==> config.mk <==
export PLATFORM = sky130hd
export DESIGN_NAME = sata_tx_scheduler
export DESIGN_NICKNAME = d
export VERILOG_FILES = /design/src/rtl/sata_tx_pkg.sv /design/src/rtl/sata_tx_slot_timer.sv /design/src/rtl/sata_tx_scheduler.sv
export SDC_FILE = /design/constraint.sdc
export NUM_CORES = 1
export LEC_CHECK = 0
export ABC_AREA = 1
export ABC_CLOCK_PERIOD_IN_PS = 1600
export BUFFER_PORTS_ARGS = -buffer_cell sky130_fd_sc_hd__buf_2
export CAP_MARGIN = 20
export CORE_MARGIN = 10
export CORE_UTILIZATION = 48
export DETAILED_ROUTE_END_ITERATION = 10
export PLACE_DENSITY_LB_ADDON = 0.05
export SETUP_SLACK_MARGIN = 0.02
export SYNTH_ARGS = -nofsm -noshare
export SYNTH_HDL_FRONTEND = slang
export SYNTH_SLANG_ARGS = --single-unit
==> constraint.sdc <==
create_clock -name tx_clkout -period 1.6 [get_ports tx_clkout]
set_input_delay 0.32 -clock tx_clkout [delete_from_list [all_inputs] [get_ports tx_clkout]]
set_output_delay 0.32 -clock tx_clkout [all_outputs]
set_load 0.02 [all_outputs]
==> src/rtl/sata_tx_pkg.sv <==
// Shared constants, gen encodings, slot-period helper and FSM state type
// for the SATA TX DWORD scheduler.
package sata_tx_pkg;

   localparam logic [31:0] ALIGN_DATA = 32'h7B4A_4ABC;
   localparam logic [3:0]  ALIGN_CTRL = 4'b0001;
   localparam logic [31:0] SYNC_DATA  = 32'hB5B5_957C;
   localparam logic [3:0]  SYNC_CTRL  = 4'b0001;

   localparam logic [1:0] GEN1 = 2'b00;
   localparam logic [1:0] GEN2 = 2'b01;
   localparam logic [1:0] GEN3 = 2'b10;

   typedef enum logic {
      S_ALIGN = 1'b0,
      S_DATA  = 1'b1
   } state_t;

   // Cycles per DWORD slot; any gen with bit 1 set is Gen3.
   function automatic logic [2:0] gen_period(input logic [1:0] gen);
      if ((gen & GEN3) != 2'b00)
         return 3'd1;
      else if (gen == GEN1)
         return 3'd4;
      else if (gen == GEN2)
         return 3'd2;
      else
         return 3'd2;
   endfunction

endpackage

==> src/rtl/sata_tx_slot_timer.sv <==
// Slot timer: registers sata_gen and down-counts each DWORD slot, flagging
// the last cycle (reload point) and the first cycle of every slot.
module sata_tx_slot_timer
   import sata_tx_pkg::*;
(
   input  logic       tx_clkout,
   input  logic       tx_reset,
   input  logic [1:0] sata_gen,
   output logic       slot_last,
   output logic       slot_first
);

   logic [1:0] gen_q;
   logic [1:0] cnt;

   // Left free-running through reset so the first slot after release
   // already uses the gen presented while reset was held.
   always_ff @(posedge tx_clkout) begin
      gen_q <= sata_gen;
   end

   assign slot_last = (cnt == 2'd0);

   always_ff @(posedge tx_clkout) begin
      if (tx_reset) begin
         cnt        <= '0;
         slot_first <= 1'b0;
      end else begin
         slot_first <= slot_last;
         if (slot_last)
            cnt <= 2'(gen_period(gen_q) - 3'd1);
         else
            cnt <= cnt - 2'd1;
      end
   end

endmodule

==> src/rtl/sata_tx_scheduler.sv <==
// DWORD scheduler ahead of the SATA TX adapter: periodic ALIGN bursts,
// SYNC fill, link backpressure, and per-gen slot hold of every output DWORD.
module sata_tx_scheduler
   import sata_tx_pkg::*;
#(
   parameter int unsigned ALIGN_INTERVAL = 256,
   parameter int unsigned ALIGN_COUNT    = 2
)
(
   input  logic        tx_clkout,
   input  logic        tx_reset,
   input  logic [1:0]  sata_gen,
   input  logic        phy_ready,
   input  logic        align_req,
   input  logic [31:0] link_data,
   input  logic [3:0]  link_ctrl,
   input  logic        link_valid,
   output logic        link_ready,
   output logic [31:0] tx_data,
   output logic [3:0]  tx_ctrl,
   output logic        dword_strobe,
   output logic        align_active
);

   localparam int unsigned DW_W = (ALIGN_INTERVAL > 1) ? $clog2(ALIGN_INTERVAL) : 1;
   localparam int unsigned AC_W = $clog2(ALIGN_COUNT + 1);
   localparam logic [DW_W-1:0] DW_LAST = DW_W'(ALIGN_INTERVAL - 1);
   localparam logic [AC_W-1:0] AC_LAST = AC_W'(ALIGN_COUNT - 1);

   logic            slot_last;
   logic            slot_first;
   state_t          state;
   logic [AC_W-1:0] align_cnt;
   logic [DW_W-1:0] dw_cnt;
   logic            align_pend;
   logic            take;

   sata_tx_slot_timer u_slot_timer (
      .tx_clkout  (tx_clkout),
      .tx_reset   (tx_reset),
      .sata_gen   (sata_gen),
      .slot_last  (slot_last),
      .slot_first (slot_first)
   );

   // state names the kind of slot loaded at the next slot_last edge.
   assign link_ready   = slot_last & phy_ready & ~align_pend & (state == S_DATA);
   assign take         = link_valid & link_ready;
   assign dword_strobe = slot_first;

   always_ff @(posedge tx_clkout) begin
      if (tx_reset) begin
         state        <= S_ALIGN;
         align_cnt    <= '0;
         dw_cnt       <= '0;
         align_pend   <= 1'b0;
         tx_data      <= ALIGN_DATA;
         tx_ctrl      <= ALIGN_CTRL;
         align_active <= 1'b1;
      end else begin
         // Requests while a burst is queued or on the wire merge into it.
         if (align_req && (state == S_DATA) && !align_active)
            align_pend <= 1'b1;
         if (slot_last) begin
            if (!phy_ready) begin
               tx_data      <= ALIGN_DATA;
               tx_ctrl      <= ALIGN_CTRL;
               align_active <= 1'b1;
               state        <= S_ALIGN;
               align_cnt    <= '0;
               dw_cnt       <= '0;
            end else if (state == S_ALIGN) begin
               tx_data      <= ALIGN_DATA;
               tx_ctrl      <= ALIGN_CTRL;
               align_active <= 1'b1;
               align_cnt    <= align_cnt + AC_W'(1);
               if (align_cnt == AC_LAST) begin
                  state      <= S_DATA;
                  dw_cnt     <= '0;
                  align_pend <= 1'b0;
               end
            end else begin
               if (take) begin
                  tx_data <= link_data;
                  tx_ctrl <= link_ctrl;
               end else begin
                  tx_data <= SYNC_DATA;
                  tx_ctrl <= SYNC_CTRL;
               end
               align_active <= 1'b0;
               dw_cnt       <= dw_cnt + DW_W'(1);
               if ((dw_cnt == DW_LAST) || align_pend) begin
                  state     <= S_ALIGN;
                  align_cnt <= '0;
               end
            end
         end
      end
   end

endmodule

# Word-level counts from Yosys, hierarchy flattened
# Index checks and enable logic that the tools add are counted.
dict set report op_classes {
  n_mux 28
  bitwise 5
  addsub 4
  n_reduce_logical 8
  n_eq_ne 4
}
# operator count
set ops {}
lappend ops {{2-to-1 mux 32 bit} 3}
lappend ops {{2-to-1 mux 8 bit} 3}
lappend ops {{2-to-1 mux 2 bit} 8}
lappend ops {{2-to-1 mux 4 bit} 3}
lappend ops {{2-to-1 mux 1 bit} 11}
lappend ops {{adder 8 x 1 -> 8 bit (second input constant)} 1}
lappend ops {{equality test 8 bit (second input constant)} 1}
lappend ops {{AND 1 bit} 4}
lappend ops {{logical NOT 2 bit} 2}
lappend ops {{AND reduction 2 bit} 2}
lappend ops {{subtractor 2 x 1 -> 2 bit (second input constant)} 2}
lappend ops {{!= test 3 x 1 -> 1 bit (second input constant)} 1}
lappend ops {{!= test 3 x 2 -> 1 bit (second input constant)} 1}
lappend ops {{adder 2 x 1 -> 2 bit (second input constant)} 1}
lappend ops {{equality test 2 x 1 -> 1 bit (second input constant)} 1}
lappend ops {{logical AND 1 bit} 2}
lappend ops {{logical NOT 1 bit} 1}
lappend ops {{logical OR 1 bit} 1}
lappend ops {{NOT 1 bit} 1}
dict set report totals {
  regBits 54
  word_cells 59
  output_inout_bits 39
}

# Logic depth before layout (Yosys ltp)
# Gate-level depths: netlist (run 1).
dict set report depth {
  ltp_word 8
  depth_mapped 10
  mapped_depth_nobuf 10
}

# Cells and area by module
# A second synthesis (run 1) with hierarchy kept.
dict set report unflattened {
  cells_unflattened 273
  hier_area_um2 2100.8
}
# mod seq_area_each_um2 instances cells_per_inst area_each_um2
set by_module_without_submodules {}
lappend by_module_without_submodules {sata_tx_scheduler 980.9 1 258 1955.6}
lappend by_module_without_submodules {sata_tx_slot_timer 100.1 1 15 145.1}

# Worst setup path before layout (run 1)
# OpenSTA, ideal clock, no wires.
dict set report synth_timing {
  kind {register -> output}
  from {reg u_slot_timer.cnt[1]}
  to {out link_ready}
  n_path_buf 1
  path_stages_with_launch 5
  required_ns 1.280
  t_arrival_ns 1.134
  slack_ns 0.146
  path_cell_list {dfxtp_1 -> inv_1 -> nand2_4 -> clkbuf_1 -> nor3_1}
}
dict set report synth_between {
  elab_chain_cells 4
}
# element line
set synth_lines {}
lappend synth_lines {{start: declaration} sata_tx_slot_timer.sv:14} ;# logic [1:0] cnt;
lappend synth_lines {{start signal: assignment} sata_tx_slot_timer.sv:31} ;# cnt <= 2'(gen_period(gen_q) - 3'd1);
lappend synth_lines {{start signal: assignment} sata_tx_slot_timer.sv:33} ;# cnt <= cnt - 2'd1;
lappend synth_lines {{logical NOT 2 bit} sata_tx_slot_timer.sv:22} ;# assign slot_last = (cnt == 2'd0);
lappend synth_lines {{AND 1 bit (3 in series)} sata_tx_scheduler.sv:47} ;# assign link_ready = slot_last & phy_ready & ~align_pend & (state == S_DATA);
lappend synth_lines {{end: declaration} sata_tx_scheduler.sv:18} ;# output logic link_ready,
# Every way passes these cells.

# Final worst setup path (run 1)
dict set report layout_timing {
  from {reg state}
  to {out link_ready}
}
dict set report layout_between {
  elab_chain_cells 1
}
# element line
set layout_lines {}
lappend layout_lines {{start: declaration} sata_tx_scheduler.sv:32} ;# state_t state;
lappend layout_lines {{start signal: assignment} sata_tx_scheduler.sv:53} ;# state <= S_ALIGN;
lappend layout_lines {{start signal: assignment} sata_tx_scheduler.sv:69} ;# state <= S_ALIGN;
lappend layout_lines {{start signal: assignment} sata_tx_scheduler.sv:78} ;# state <= S_DATA;
lappend layout_lines {{AND 1 bit} sata_tx_scheduler.sv:47}
# Every way passes these cells.

==> flow_metrics.tcl, run 1 <==
set metrics [dict create \
    synth_area_leaders "dfxtp_1 (49%), nand2_1 (11%), a21oi_1 (7.3%)" \
    holdBufCountCts 0 \
    p_per_area_mw_per_mm2 953.5 \
    timing.rr.end "state" \
    overflow 0 \
    cap_violations 0 \
    finClkSkew_ns 0.006249 \
    core_area_sq_mm 0.004414 \
    hold_class "in -> reg" \
    leakagePower_uw 0.001229 \
    io_pins 82 \
    rsz0062_at_grt "false" \
    detail_route.wl_per_cell_um 13.42 \
    die_area_sq_mm 0.007700 \
    reg2regPathDepth 8 \
    clk_path_buf_depth 2 \
    antenna_found_initial 0 \
    dieWidth_um 87.75 \
    crit_fanout 4 \
    placementRows 24 \
    hold_path_depth 1 \
    slew_headroom_pct 78.32 \
    vdd_ir_drop_max_mv 0.7019 \
    drive_above_1_share_pct 30.79 \
    fin_crit_ns 1.468 \
    yosysTopAreaCell "dfxtp_1" \
    drt_first_pass_iters 4 \
    start_util_pct 49.91 \
    synthCells 285 \
    clock_latency_ns 0.31 \
    layout_commonest_cell "buf_2" \
    clk_pin_slew_ns 0.10 \
    die_h_um 87.75 \
    synth_top_area_share_pct 49.06 \
    first_iter_violations 87 \
    dpl-instance-area_sq_mm 0.002629 \
    fin_crit_sh_pct 91.74 \
    setup_viol 0 \
    reg2reg_slack_ns 0.23 \
    io_buffers 81 \
    grtUsageTotal_pct 14.28 \
    ys_seq_elements 54 \
    hold_violations 0 \
    nets 411 \
    clock-root-buffer "clkbuf_8" \
    worstMarginPinSlew_ns 0.3252 \
    grt_max_degree 32 \
    routabilityCongestion 0.7725 \
    diodes 0 \
    ant_nets 0 \
    final_cell_area_sq_mm 0.002755 \
    maxSlewViolCount 0 \
    remaining_drc_errors 0 \
    worstHoldStart "sata_gen[1]" \
    via_count 2052 \
    cts_setup_buffers 0 \
    ys_warn_count 0 \
    cts.sink_count 54 \
    worstSetupStartpointType "flip-flop" \
    dpl.hpwl_um 4045 \
    drt-total-wl_um 5621 \
    seq_area_frac_synth_pct 49.06 \
    cp.required_ns 1.28 \
    fmax_mhz 681.3 \
    cts_max_level 2 \
    worstSetupEndpointType "output pin" \
    cts_tree "done" \
    avgSynthCellArea_sq_um 7.731 \
    via_per_inst 4.897 \
    status "completed" \
    arrival_ns 1.15 \
    power_uw 2627 \
    critPathKind "reg -> out" \
    syn-num-nets 330 \
    numCtsBuffers 5 \
    area_delta_synth_final_pct 25.04 \
    grt_pass1_wl_um 9052 \
    grt_pass1_vias 1976 \
    min_to "u_slot_timer.gen_q[1]" \
    synth_area_sq_mm 0.002203 \
    fin_tns_setup_ns 0 \
    r2r_start "dw_cnt[0]" \
    layout_common_cells "buf_2 (80), nand2_1 (62), dfxtp_1 (53), inv_1 (32), a21oi_1 (32)" \
    ys_types 28 \
]
==> cells in the mapped netlist, drive strengths merged <==
master and instances:
a211oi 1, nor2 18, clkbuf 5, a31o 1, o21bai 1, nor3b 1
ha 2, inv 35, or2 1, nand2 65, nor3 4, dfxtp 54
a21oi 32, o21ai 47, nand3 7, buf 9, nand4 1, o31ai 1
==> cells by family (layout without fill, tap and decap cells) <==
kind of cell | after synthesis | in the layout | share of synthesized area (%)
adder cells (fa/ha/maj) | 2 | 2 | 1.136
buffers and inverters | 49 | 130 | 10.16
AND/OR/NAND/NOR | 97 | 98 | 19.59
AO/OA/AOI/OAI | 83 | 83 | 20.05
flip-flops | 54 | 54 | 49.06
==> flip-flops by register name (all words and copies together) (netlist names) <==
register                 count
state                        1
tx_ctrl                      4
u_slot_timer.gen_q           2
tx_data                     32
u_slot_timer.cnt             2
align_cnt                    2
align_pend                   1
dw_cnt                       8
u_slot_timer.slot_first      1
align_active                 1
==> worst max-delay path, stage by stage (launching register included) <==
cell     delay [ns]
dfxtp_2        0.36
nand2_2        0.12
nor3_2         0.20
buf_4          0.17
==> layout make-up <==
cell class | instances | area [sq um]
Timing Repair Buffer | 87 | 452.9
Sequential cell | 54 | 1082
Clock buffer | 6 | 82.58
Multi-Input combinational cell | 183 | 920.9
Tap cell | 52 | 65.06
Clock inverter | 2 | 17.52
Inverter | 35 | 133.9
Fill cell | 417 | 1659
==> how the worst max path moves through the flow <==
stage	start	to	slack [ns]	cells after the start
after detailed placement	phy_ready	tx_data[13]	0.05	7
final	state	link_ready	0.13	3
after CTS	state	link_ready	0.04	3
after global placement	phy_ready	tx_data[1]	0.09	7
after floorplan	u_slot_timer.cnt[1]	link_ready	0.15	4
after global routing	dw_cnt[0]	state	0.03	8
==> metal layers <==
layer / up-vias / track usage [%] / wire (um) / share of wire, %
li1: 1076 / - / - / -
met1: 907 / 16.42 / 2333 / 42
met2: 64 / 23.61 / 2666 / 47
met3: 5 / 6.500 / 574 / 10
met4: 0 / 3.478 / 47 / 0.84
met5: - / 0 / 0 / 0
==> report_power, final <==
| group | leakage [uW] | total, uW | internal [uW] | switching, uW |
|---|---|---|---|---|
| Sequential | 0.000440 | 1420 | 1400 | 27.1 |
| Clock | 0.0000514 | 807 | 357 | 450 |
| Combinational | 0.000737 | 396 | 145 | 251 |
==> what timing repair did <==
item                       in CTS  in global routing
resized for setup               0                  5
cloned                          1                  0
setup endpoints to repair       1                  6
pin swaps                       1                  0
==> metrics by stage <==
stage / setup slack [ns] / std cells / utilization, % / hold slack (ns)
5_1_grt: 0.03459 / 419 / 62.42 / 0.1090
4_1_cts: 0.03847 / 419 / 62.05 / 0.1058
3_3_place_gp: 0.08787 / 410 / 59.55 / 0.4091
2_1_floorplan: 0.1461 / 285 / - / 0.3477
6_report: 0.1322 / 419 / 62.42 / 0.1135
3_5_place_dp: 0.05065 / 410 / 59.55 / 0.4107
No activity file was read; power rests on OpenSTA's default activity.
==> run 2: changes to the inputs <==
Settings changed: ABC_CLOCK_PERIOD_IN_PS 1600 to not set, CORE_UTILIZATION 48 to 52.
Clock period 1.6 ns to 1.9 ns, I/O delays scaled along.
==> flow_metrics.tcl, run 2 (synthesis gave the netlist of run 1 again) <==
set metrics [dict create \
    core_area_sq_mm 0.004058 \
    holdBufCountCts 0 \
    crit_fanout 8 \
    cp.required_ns 1.52 \
    setup_viol 0 \
    io_buffers 81 \
    critPathKind "reg -> out" \
    start_util_pct 54.30 \
    fin_crit_sh_pct 82.32 \
    via_per_inst 4.901 \
    seqPwrFrac_pct 55.1 \
    clock_latency_ns 0.30 \
    wl_met1_um 2444 \
    p_per_area_mw_per_mm2 805.3 \
    grtUsageTotal_pct 14.85 \
    dieWidth_um 85.10 \
    numCtsBuffers 5 \
    via_count 2029 \
    cts_max_level 2 \
    dpl-instance-area_sq_mm 0.002611 \
    min_to "u_slot_timer.gen_q[0]" \
    vdd_ir_drop_max_mv 0.5053 \
    fmax_mhz 639.3 \
    ant_nets 0 \
    r2r_start "u_slot_timer.cnt[1]" \
    arrival_ns 1.18 \
    dpl.hpwl_um 3949 \
    status "completed" \
    reg2regPathDepth 7 \
    nets 408 \
    detail_route.wl_per_cell_um 12.98 \
    cts.repair.resized 0 \
    final_cell_area_sq_mm 0.002706 \
    max_flop_register "tx_data" \
    worstHoldStart "sata_gen[0]" \
    maxSlewViolCount 0 \
    leakagePower_uw 0.001214 \
    met3_length_um 508 \
    worstSetupStartpointType "flip-flop" \
    reg2reg_slack_ns 0.40 \
    comb_power_share_pct 14.8 \
    worstMarginPinSlew_ns 0.5500 \
    finClkSkew_ns 0.004991 \
    die_area_sq_mm 0.007241 \
    diodes 0 \
    hold_path_depth 1 \
    clk_path_buf_depth 2 \
    antenna_found_initial 0 \
    cts_setup_buffers 0 \
    clock-root-buffer "clkbuf_8" \
    routed.top_layer "met4" \
    hold_class "in -> reg" \
    clk_pin_slew_ns 0.09 \
    fin_crit_ns 1.564 \
    grt_pass1_wl_um 9197 \
    layout_commonest_cell "buf_2" \
    placementRows 23 \
    slew_headroom_pct 63.25 \
    grt_max_degree 32 \
    cap_violations 0 \
    drive_above_1_share_pct 29.40 \
    reg_top3 "tx_data (32), dw_cnt (8), tx_ctrl (4)" \
    fin_tns_setup_ns 0 \
    io_pins 82 \
    remaining_drc_errors 0 \
    p_int_uw 1587 \
    overflow 0 \
    cts.sink_count 54 \
    timing.rr.end "tx_ctrl[3]" \
    drt_first_pass_iters 4 \
    largest_reg_flops 32 \
    rsz0062_at_grt "false" \
    first_iter_violations 69 \
    routabilityCongestion 0.8108 \
    layout_common_cells "buf_2 (81), nand2_1 (62), dfxtp_1 (54), inv_1 (33), a21oi_1 (32)" \
    cts_tree "done" \
    met2WireLength_um 2375 \
    grt_pass1_vias 2007 \
    p_switching_uw 592.3 \
    area_delta_synth_final_pct 22.83 \
    swShare_pct 27.18 \
    worstSetupEndpointType "output pin" \
    die_h_um 85.10 \
    p_clk_share_pct 30.1 \
    hold_violations 0 \
    drt-total-wl_um 5373 \
]
==> run 2: changes by cell type in the layout (fill, tap and decap cells not counted) <==
cell | previous run | this run
buf_2 | 80 | 81
buf_4 | 7 | 4
clkinv_2 | 0 | 1
clkinv_4 | 2 | 0
clkinvlp_4 | 0 | 1
dfxtp_1 | 53 | 54
dfxtp_2 | 1 | 0
inv_1 | 32 | 33
inv_2 | 2 | 1
nand3_4 | 2 | 1
nor3_1 | 3 | 4
nor3_2 | 1 | 0
==> run 2: routing by layer <==
layer / track usage (%) / vias up
li1: - / 1071
met1: 17.92 / 891
met2: 23.23 / 62
met3: 6.501 / 5
met4: 4.491 / 0
met5: 0 / -
==> run 2: cell type report <==
class                      instances  area, sq um
inverter                          35        133.9
fill                             371         1351
multi-input combinational        182        898.4
sequential                        54         1081
timing repair buffer              85        435.4
tap                               50        62.56
clock buffer                       6        82.58
clock inverter                     2        12.51
==> run 2: stage by stage <==
| stage | worst slack [ns] | hold slack, ns | utilization, % | power [uW] | cells |
|---|---|---|---|---|---|
| after global placement | 0.3774 | 0.4208 | 64.35 | 1549 | 406 |
| after global routing | 0.2029 | 0.1714 | 66.70 | 2294 | 414 |
| after CTS | 0.3095 | 0.1713 | 66.70 | 2207 | 414 |
| after floorplan | 0.3861 | 0.3944 | - | 1440 | 285 |
| final | 0.3359 | 0.1770 | 66.70 | 2179 | 414 |
| after detailed placement | 0.3218 | 0.4145 | 64.35 | 1551 | 406 |
==> run 2: worst max-delay path, cell delays in order (launching register included) <==
cell     delay, ns
dfxtp_1       0.32
inv_1         0.10
nand2_4       0.11
nor3_1        0.15
buf_2         0.21
==> run 2: worst max-delay path by stage <==
stage                                    from    endpoint  slack, ns  depth (start not counted)
after detailed placement            phy_ready  tx_ctrl[3]       0.32                          7
after CTS                               state  link_ready       0.31                          3
final                     u_slot_timer.cnt[1]  link_ready       0.34                          4
after global placement              phy_ready  tx_data[0]       0.38                          7
after global routing      u_slot_timer.cnt[1]  tx_ctrl[3]       0.20                          7
after floorplan           u_slot_timer.cnt[1]  link_ready       0.39                          4
==> run 2: power by group through the flow <==
stage               Clock [uW]  Sequential (uW)  Combinational (uW)
CTS                        681             1200                 327
detailed placement           0             1230                 326
global placement             0             1220                 324
floorplan                    0             1260                 177
global route               724             1200                 365
finish                     657             1200                 322
==> run 3: changes to the inputs <==
Settings changed: CORE_UTILIZATION 52 to 48.
Clock period 1.9 ns to 1.5 ns, I/O delays scaled along.
==> flow_metrics.tcl, run 3 (synthesis gave the netlist of run 1 again) <==
set metrics [dict create \
    status "completed" \
    cap_violations 0 \
    overflow 0 \
    io_buffers 81 \
    clock_latency_ns 0.30 \
    cpPeakStageDelay_ns 0.37 \
    clock-root-buffer "clkbuf_8" \
    worstSetupStartpointType "flip-flop" \
    crit_buf_inv 1 \
    via_per_inst 4.847 \
    drt_first_pass_iters 4 \
    max_flop_register "tx_data" \
    reg2reg_slack_ns 0.16 \
    leakagePower_uw 0.001241 \
    crit_fanout 4 \
    clk_path_buf_depth 2 \
    die_area_sq_mm 0.007700 \
    remaining_drc_errors 0 \
    io_pins 82 \
    start_util_pct 49.91 \
    critPathKind "reg -> out" \
    dpl-instance-area_sq_mm 0.002644 \
    rsz0062_at_grt "false" \
    maxSlewViolCount 0 \
    hold_violations 0 \
    cp_cell_sequence "nand2_4 -> nor3_4 -> buf_6" \
    dieWidth_um 87.75 \
    arrival_ns 1.10 \
    diodes 0 \
    hold_class "in -> reg" \
    p_per_area_mw_per_mm2 991.4 \
    via_count 2031 \
    core_area_sq_mm 0.004414 \
    cp_top_family "flip-flops" \
    largest_reg_flops 32 \
    dp_cells 412 \
    drt-total-wl_um 5343 \
    fillers 427 \
    layout_commonest_cell "buf_2" \
    cts_tree "done" \
    fin_tns_setup_ns 0 \
    ant_nets 0 \
    grt_max_degree 27 \
    final_cell_area_sq_mm 0.002753 \
    die_h_um 87.75 \
    holdBufCountCts 0 \
    power_uw 2729 \
    layout_common_cells "buf_2 (80), nand2_1 (62), dfxtp_1 (51), a21oi_1 (32), inv_1 (31)" \
    worstMarginPinSlew_ns 0.2740 \
    fmax_mhz 716.7 \
    postLayoutCoreUtil_pct 62.36 \
    cp-startpoint "state" \
    vdd_ir_drop_max_mv 0.7149 \
    slew_headroom_pct 81.73 \
    fin_cells 419 \
    fin_crit_sh_pct 93.01 \
    grt_pass1_vias 2075 \
    first_iter_violations 68 \
    cp.required_ns 1.20 \
    setup_viol 0 \
    reg_top3 "tx_data (32), dw_cnt (8), tx_ctrl (4)" \
    antenna_found_initial 0 \
    cts_max_level 2 \
    grtUsageTotal_pct 14.03 \
    fin_crit_ns 1.395 \
    clk_pin_slew_ns 0.09 \
    routabilityCongestion 0.7726 \
    drive_above_1_share_pct 31.61 \
    worstHoldStart "sata_gen[1]" \
    r2r_start "u_slot_timer.cnt[0]" \
    grt_pass1_wl_um 8963 \
    cp_slowest_cell "dfxtp_2" \
    worstSetupEndpointType "output pin" \
    nets 412 \
    finClkSkew_ns 0.008805 \
    cts_setup_buffers 0 \
    cts.sink_count 54 \
    numCtsBuffers 5 \
    placementRows 24 \
    area_delta_synth_final_pct 24.93 \
    detail_route.wl_per_cell_um 12.75 \
    dpl.hpwl_um 4069 \
]
[run 3: cell types whose count changed in the layout (fill, tap and decap cells not counted), moves of 2 or more]
cell / delta
inv_2: +2
buf_4: +4
dfxtp_1: -3
inv_1: -2
dfxtp_2: +3
[run 3: repair_timing]
action / CTS / global route
pin swaps: 1 / 1
resized for setup: 6 / 4
setup endpoints to repair: 1 / 3
[run 3: stage by stage]
stage	worst slack, ns	hold slack, ns
CTS	0.04165	0.08730
floorplan	0.06611	0.3277
global route	0.01873	0.08651
global placement	0.1845	0.4033
detailed placement	0.1526	0.4110
finish	0.1048	0.1001
[run 3: worst paths after layout]
check,to,depth (start not counted)
hold reg to reg,u_slot_timer.cnt[1],1
setup reg to reg,tx_data[1],8
setup / recovery,link_ready,3
hold / removal,u_slot_timer.gen_q[1],1
[run 3: area by class of cell]
cell class / instances / area (sq um) / area share [%]
Inverter: 35 / 133.9 / 4.864
Tap cell: 52 / 65.06 / 2.364
Timing Repair Buffer: 89 / 471.7 / 17.14
Multi-Input combinational cell: 182 / 914.6 / 33.23
Sequential cell: 54 / 1085 / 39.41
Clock inverter: 2 / 13.76 / 0.5000
Clock buffer: 5 / 68.82 / 2.500
[run 3: layer usage]
metal / vias to the layer above / GRT usage (%) / wire length, um
li1: 1079 / - / -
met1: 887 / 16.79 / 2371
met2: 58 / 22.75 / 2432
met3: 7 / 6.035 / 472
met4: 0 / 3.188 / 67
met5: - / 0 / 0
[run 3: power breakdown]
group	leakage [uW]	switching [uW]	internal [uW]
logic	0.000755	262	157
registers	0.000441	30.5	1490
clock network	0.0000444	465	324
